## config.mk

```make
export PLATFORM = sky130hd
export DESIGN_NAME = pc_sequencer
export DESIGN_NICKNAME = d
export VERILOG_FILES = /design/src/rtl/pc_sequencer.sv
export SDC_FILE = /design/constraint.sdc
export NUM_CORES = 1
export LEC_CHECK = 0
export BUFFER_PORTS_ARGS = -buffer_cell sky130_fd_sc_hd__buf_2
export CORE_UTILIZATION = 46
export CTS_BUF_LIST = sky130_fd_sc_hd__clkbuf_8
export CTS_CLUSTER_DIAMETER = 200
export CTS_CLUSTER_SIZE = 40
export DETAILED_ROUTE_END_ITERATION = 10
export GPL_TIMING_DRIVEN = 0
export PLACE_DENSITY = 0.87
export SYNTH_ARGS = -nofsm -noshare
export SYNTH_HDL_FRONTEND = slang
export SYNTH_SLANG_ARGS = --single-unit
```

## constraint.sdc

```tcl
create_clock -name clk -period 1.75 [get_ports clk]
set_input_delay 0.0875 -clock clk [delete_from_list [all_inputs] [get_ports clk]]
set_output_delay 0.0875 -clock clk [all_outputs]
set_load 0.1 [all_outputs]
```

## src/rtl/pc_sequencer.sv

```systemverilog
// Fetch-side PC controller: chooses the PC register's next value and enable, and raises the
// IF/ID and ID/EX flush strobes for boot, redirects, stalls, freezes and EBREAK halt/resume.
module pc_sequencer #(
    parameter int               PC_W     = 13,
    parameter logic [PC_W-1:0]  RESET_PC = '0
) (
    input  logic             clk,
    input  logic             rst,
    input  logic [PC_W-1:0]  pc,
    input  logic             stall,
    input  logic             freeze,
    input  logic             br_taken,
    input  logic [PC_W-1:0]  br_target,
    input  logic             halt_req,
    input  logic             resume,
    output logic [PC_W-1:0]  next_pc,
    output logic             pc_en,
    output logic             flush_if_id,
    output logic             flush_id_ex,
    output logic             halted,
    output logic             misalign_err
);

    typedef enum logic [1:0] {
        ST_RESET = 2'd0,
        ST_BOOT  = 2'd1,
        ST_RUN   = 2'd2,
        ST_HALT  = 2'd3
    } state_t;

    localparam logic [PC_W-1:0] PC_STEP    = PC_W'(4);
    localparam logic [PC_W-1:0] ALIGN_MASK = ~PC_W'(3);

    state_t            state_q, state_d;
    logic              pend_vld_q, pend_vld_d;
    logic              pend_halt_q, pend_halt_d;
    logic [PC_W-1:0]   pend_tgt_q, pend_tgt_d;
    logic [PC_W-1:0]   pc_inc;
    logic [PC_W-1:0]   redir_tgt;

    function automatic logic [PC_W-1:0] word_align(input logic [PC_W-1:0] addr);
        return addr & ALIGN_MASK;
    endfunction

    // Sequential increment wraps naturally at PC_W bits.
    assign pc_inc    = pc + PC_STEP;
    assign redir_tgt = br_taken ? br_target : pend_tgt_q;

    always_ff @(posedge clk) begin
        if (rst) begin
            state_q     <= ST_RESET;
            pend_vld_q  <= 1'b0;
            pend_halt_q <= 1'b0;
        end else begin
            state_q     <= state_d;
            pend_vld_q  <= pend_vld_d;
            pend_halt_q <= pend_halt_d;
        end
    end

    // Target is qualified by pend_vld_q, so it needs no reset.
    always_ff @(posedge clk) begin
        pend_tgt_q <= pend_tgt_d;
    end

    always_comb begin
        state_d      = state_q;
        pend_vld_d   = pend_vld_q;
        pend_halt_d  = pend_halt_q;
        pend_tgt_d   = pend_tgt_q;
        next_pc      = pc_inc;
        pc_en        = 1'b0;
        flush_if_id  = 1'b0;
        flush_id_ex  = 1'b0;
        halted       = 1'b0;
        misalign_err = 1'b0;

        unique case (state_q)
            ST_RESET: begin
                next_pc     = RESET_PC;
                flush_if_id = 1'b1;
                flush_id_ex = 1'b1;
                pend_vld_d  = 1'b0;
                pend_halt_d = 1'b0;
                state_d     = ST_BOOT;
            end
            ST_BOOT: begin
                pc_en       = 1'b1;
                next_pc     = RESET_PC;
                flush_if_id = 1'b1;
                flush_id_ex = 1'b1;
                state_d     = ST_RUN;
            end
            ST_RUN: begin
                if (freeze) begin
                    // Events arriving while EX is busy are parked until it frees up.
                    if (br_taken) begin
                        pend_vld_d = 1'b1;
                        pend_tgt_d = br_target;
                    end
                    if (halt_req) begin
                        pend_halt_d = 1'b1;
                    end
                end else if (halt_req || pend_halt_q) begin
                    flush_if_id = 1'b1;
                    flush_id_ex = 1'b1;
                    pend_vld_d  = 1'b0;
                    pend_halt_d = 1'b0;
                    state_d     = ST_HALT;
                end else if (br_taken || pend_vld_q) begin
                    pc_en        = 1'b1;
                    next_pc      = word_align(redir_tgt);
                    flush_if_id  = 1'b1;
                    flush_id_ex  = 1'b1;
                    misalign_err = redir_tgt[1];
                    pend_vld_d   = 1'b0;
                end else if (stall) begin
                    flush_id_ex = 1'b1;
                end else begin
                    pc_en = 1'b1;
                end
            end
            ST_HALT: begin
                flush_if_id = 1'b1;
                halted      = 1'b1;
                // A coincident reset takes precedence, so the PC must not advance.
                if (resume && !rst) begin
                    pc_en   = 1'b1;
                    state_d = ST_RUN;
                end
            end
            default: begin
                state_d = ST_RESET;
            end
        endcase
    end

endmodule

```

# Word-level counts from Yosys, hierarchy flattened

Index checks and enable logic that the tools add are counted.

Flip-flop bits (word level): 17
Input bits: 33
Output and inout bits: 18
Logic and storage cells: 67

Add/subtract/negate cells: 1
Eq/ne operators: 10
Muxes and demuxes: 38
Reductions and logical operators: 13

Operators with widths:

| cell                                                                   | number |
|---|---|
| 13-bit 2-to-1 mux                                                      | 4 |
| 13-bit case mux with 2 select lines                                    | 1 |
| 1-bit 2-to-1 mux                                                       | 24 |
| 13-bit by 3-bit adder with 13-bit output (second input constant)       | 1 |
| 3-bit AND reduction                                                    | 4 |
| 3-bit inequality test (second input constant)                          | 3 |
| 1-bit case mux with 2 select lines                                     | 4 |
| 2-bit case mux with 4 select lines                                     | 1 |
| 2-bit 2-to-1 mux                                                       | 3 |
| 2-bit inequality test (second input constant)                          | 3 |
| 2-bit equality test (second input constant)                            | 2 |
| 4-bit inequality test (second input constant)                          | 1 |
| 1-bit case mux with 3 select lines                                     | 1 |
| 3-bit OR reduction                                                     | 1 |
| 2-bit by 1-bit equality test with 1-bit output (second input constant) | 1 |
| 2-bit zero test                                                        | 1 |
| 1-bit logical OR                                                       | 2 |
| 2-bit AND reduction                                                    | 1 |
| 2-bit nonzero test                                                     | 1 |
| 2-bit OR reduction                                                     | 1 |
| 1-bit logical AND                                                      | 1 |
| 1-bit zero test                                                        | 1 |

# Longest topological paths before layout

Word-level depth: 5
Depth in mapped cells: 5
Depth with buffers taken out: 5

# Worst setup path after synthesis

No wires, ideal clock.

Kind: register -> output
Start point: reg pend_vld_q
End point: out flush_if_id
Arrival time: 2.564 ns
Data required time: 1.662 ns
Slack: -0.902 ns
Stages on the path, launching flop included: 3
Buffers on the path: 0
Path through: dfxtp_1 > nor4_2 > o21ai_0

Longest elaborated chain between the ends: 5

Ends and longest elaborated chain:

| element                            | RTL line | RTL |
|---|---|---|
| start: declaration                 | 35       | `logic pend_vld_q, pend_vld_d;` |
| start signal: assignment           | 56       | `pend_vld_q <= pend_vld_d;` |
| 1-bit logical OR                   | 110      | `end else if (br_taken \|\| pend_vld_q) begin` |
| 1-bit 2-to-1 mux                   | 110      |  |
| 1-bit 2-to-1 mux                   | 104      | `end else if (halt_req \|\| pend_halt_q) begin` |
| 1-bit 2-to-1 mux                   | 95       | `if (freeze) begin` |
| 1-bit case mux with 2 select lines | 78       | `unique case (state_q)` |
| end: declaration                   | 18       | `output logic flush_if_id,` |

No other way between the ends.

# Worst setup path after layout

Start point: reg state_q[0]
End point: out misalign_err

Longest elaborated chain between the ends: 2

Ends and longest elaborated chain:

| element                  | RTL line | RTL |
|---|---|---|
| start: declaration       | 34       | `state_t state_q, state_d;` |
| start signal: assignment | 55       | `state_q <= state_d;` |
| 2-bit equality test      | 78       |  |
| 1-bit 2-to-1 mux         | 78       |  |
| end: declaration         | 21       | `output logic misalign_err` |

No other way between the ends.

==> flow_metrics.tcl <==
set metrics [dict create \
    cp-start-kind "flop" \
    dr.pass1.iters 5 \
    cts_htree_levels 1 \
    drive_above_1_share_pct 49.7 \
    num_vias 1169 \
    async_reset_ff_share_pct 0 \
    finalClockSkew_ns 0.00225 \
    drv_slew 0 \
    antenna_found_initial 0 \
    p_seq_share_pct 32.8 \
    post-place-ws_ns 0.0601 \
    synth_top_area_cell "edfxtp_1" \
    p_int_mw 0.791 \
    final.setup.tns_ns -0.0224 \
    finalPower_mw 1.35 \
    wirelength_microns 3710 \
    area_growth_pct 59.6 \
    crit_arrival_ns 1.68 \
    fillers 121 \
    seq_area_frac_synth_pct 38.8 \
    synth_ff_type "edfxtp_1" \
    hold-path-endpoint "state_q[0]" \
    max_slew_margin_pct 63.2 \
    io_pins 51 \
    postLayoutCoreUtil_pct 79.6 \
    cts_made_buffers 3 \
    die_w_microns 51.7 \
    ff2ff_setup_slack_ns 0.21 \
    r2r-start "state_q[0]" \
    synth_top_area_share_pct 31.8 \
    hold_violations 0 \
    rows 17 \
    rsz0062_at_grt "true" \
    die_area_sq_um 2670 \
    grt_pass1_wl_microns 4310 \
    critPathKind "flop to output pin" \
    hold_depth 2 \
    p_leak_nw 0.766 \
    dp.final_hpwl_microns 2170 \
    period_share_pct 101 \
    wl_per_cell_microns 18.6 \
    netlist_instances 115 \
    critical_path_required_ns 1.66 \
    hold_buffers 0 \
    diodes 0 \
    synth_area_leaders "edfxtp_1 (32%), mux2i_1 (8.8%), dfxtp_1 (7.1%)" \
    grt_overflow_total 0 \
    setup_slack_ns -0.0168 \
    cp_max_fo 5 \
    max_freq_ghz 0.566 \
    status "finished, violations left" \
    initial_utilization_pct 49.9 \
    worst_slew_pin_slew_ns 0.552 \
    grt_max_degree 13 \
    first_iter_violations 53 \
    viasPerCell 5.87 \
    ys_seq_elements 16 \
    synth.net_count 149 \
    pwr-share-comb_pct 46.3 \
    synth_top_cells_by_count "edfxtp_1 (12), inv_1 (12), mux2i_1 (10)" \
    final_antenna_net_count 0 \
    clock_sinks 16 \
    powerDensity_nw_per_um2 747 \
    cts_buffer_depth 2 \
    clk_latency_ns 0.25 \
    fin_crit_ns 1.77 \
    hold_class "input port to flop" \
    ys_warn_count 0 \
    ys_types 38 \
    io_buffers 48 \
    grt_pass1_vias 967 \
    gp_congestion 0.864 \
    postSynthAreaPerCell_sq_um 9.87 \
    cts.reportedPaths.clkPinSlew_ns 0.06 \
    peakVddDrop_uv 664 \
    min-delay-start "rst" \
    cts_root_buf "clkbuf_8" \
    num-nets-final 206 \
    route.detailed.drc 0 \
    switching_share_pct 41.6 \
    p_sw_mw 0.563 \
    gr-usage-all-layers_pct 22.2 \
    crit_path_end_kind "output pin" \
    synth_edf_count 12 \
    setup_viol 2 \
    maxCapViolations 0 \
    violations "setup timing" \
    die_y_microns 51.7 \
    cts_tree "built" \
    p_clk_share_pct 20.9 \
    syn_area_sq_um 1130 \
    reg2regPathDepth 3 \
    rr_endpoint "pend_tgt_q[7]" \
    core_region_area_sq_um 2280 \
]
power by group through the flow:
stage	Clock, mW	Combinational (mW)	Sequential (mW)
after CTS	0.281	0.501	0.443
final	0.283	0.627	0.444
after global routing	0.299	0.648	0.446
after global placement	0	0.464	0.450
after floorplan	0	0.372	0.448
after detailed placement	0	0.474	0.451
layer usage:
layer | part of all wire, % | wire length (microns) | global-route usage (%) | vias up
li1 | - | - | - | 526
met1 | 38 | 1410 | 27.8 | 555
met2 | 51 | 1900 | 37.4 | 74
met3 | 7.5 | 279 | 2.63 | 14
met4 | 3.2 | 119 | 11.3 | 0
met5 | 0 | 0 | 0 | -
cell families (layout without fill, tap and decap cells):
| logic type | count (synthesis) | count (layout) | synth area share, % |
|---|---|---|---|
| and+or+nand+nor | 38 | 38 | 20.7 |
| AOI/OAI and AO/OA | 24 | 24 | 13.9 |
| DFF | 16 | 16 | 38.8 |
| buffers and inverters | 16 | 72 | 8.49 |
| muxes | 12 | 12 | 10.8 |
| xor gates and xnor gates | 8 | 8 | 6.17 |
| adders and majority gates | 1 | 1 | 1.10 |
critical path, stage by stage, from the launching register on:
cell      delay [ns]
dfxtp_4         0.36
and2b_1         0.21
nand3b_1        0.21
nor2b_1         0.20
buf_2           0.44
cell usage in the layout (no fill, tap or decap), types with 2 or more instances in the layout:
master,synthesis,final
nor2_1,9,9
mux2i_1,10,10
buf_8,1,2
o21ai_2,0,2
nand3_1,4,4
o22ai_4,0,8
buf_2,0,37
clkbuf_8,1,4
edfxtp_1,12,12
inv_1,12,12
and2_1,2,2
buf_12,0,9
xnor2_1,5,5
xor2_1,3,3
buf_4,0,3
dfxtp_4,0,2
mux2_2,2,2
nand2_1,7,7
o21ai_0,6,4
and3_1,3,3
buf_6,2,4
a21oi_1,3,3
worst max-delay path by stage:
stage	startpoint	end	slack, ns	cells after the start
2_1_floorplan	state_q[0]	next_pc[4]	-0.63	4
3_3_place_gp	state_q[0]	next_pc[9]	0.11	5
3_5_place_dp	state_q[0]	next_pc[8]	0.06	5
4_1_cts	pend_halt_q	next_pc[10]	0.003	5
5_1_grt	state_q[0]	misalign_err	-0.05	4
6_report	state_q[0]	misalign_err	-0.02	4
timing repair:
action / 4_1_cts / 5_1_grt
resized for setup: 18 / 53
pin swaps: 1 / 9
setup buffers: 1 / 2
gates cloned: 0 / 1
endpoints found under the setup margin: 11 / 11
final cells by class:
| type | instances | area, sq um | share of cell area [%] |
|---|---|---|---|
| clock inverter | 1 | 3.75 | 0.207 |
| sequential | 16 | 449 | 24.8 |
| tap | 28 | 35.0 | 1.93 |
| clock buffer | 3 | 41.3 | 2.28 |
| multi-input combinational | 83 | 761 | 42.0 |
| inverter | 12 | 45.0 | 2.49 |
| timing repair buffer | 52 | 425 | 23.5 |
| buffer | 4 | 51.3 | 2.83 |
through the flow:
step / instances / cell area (sq um) / hold slack [ns]
finish: 199 / 1810 / 0.0577
global route: 199 / 1810 / 0.0625
CTS: 196 / 1540 / 0.0535
detailed placement: 191 / 1430 / 0.316
global placement: 191 / 1430 / 0.317
floorplan: 115 / 1160 / 0.160
flip-flops by register name, summed over array words and instances, names as in the netlist:
name,flops
pend_vld_q,1
pend_halt_q,1
pend_tgt_q,12
state_q,2
Note: power is estimated with default switching activity, not from simulation.
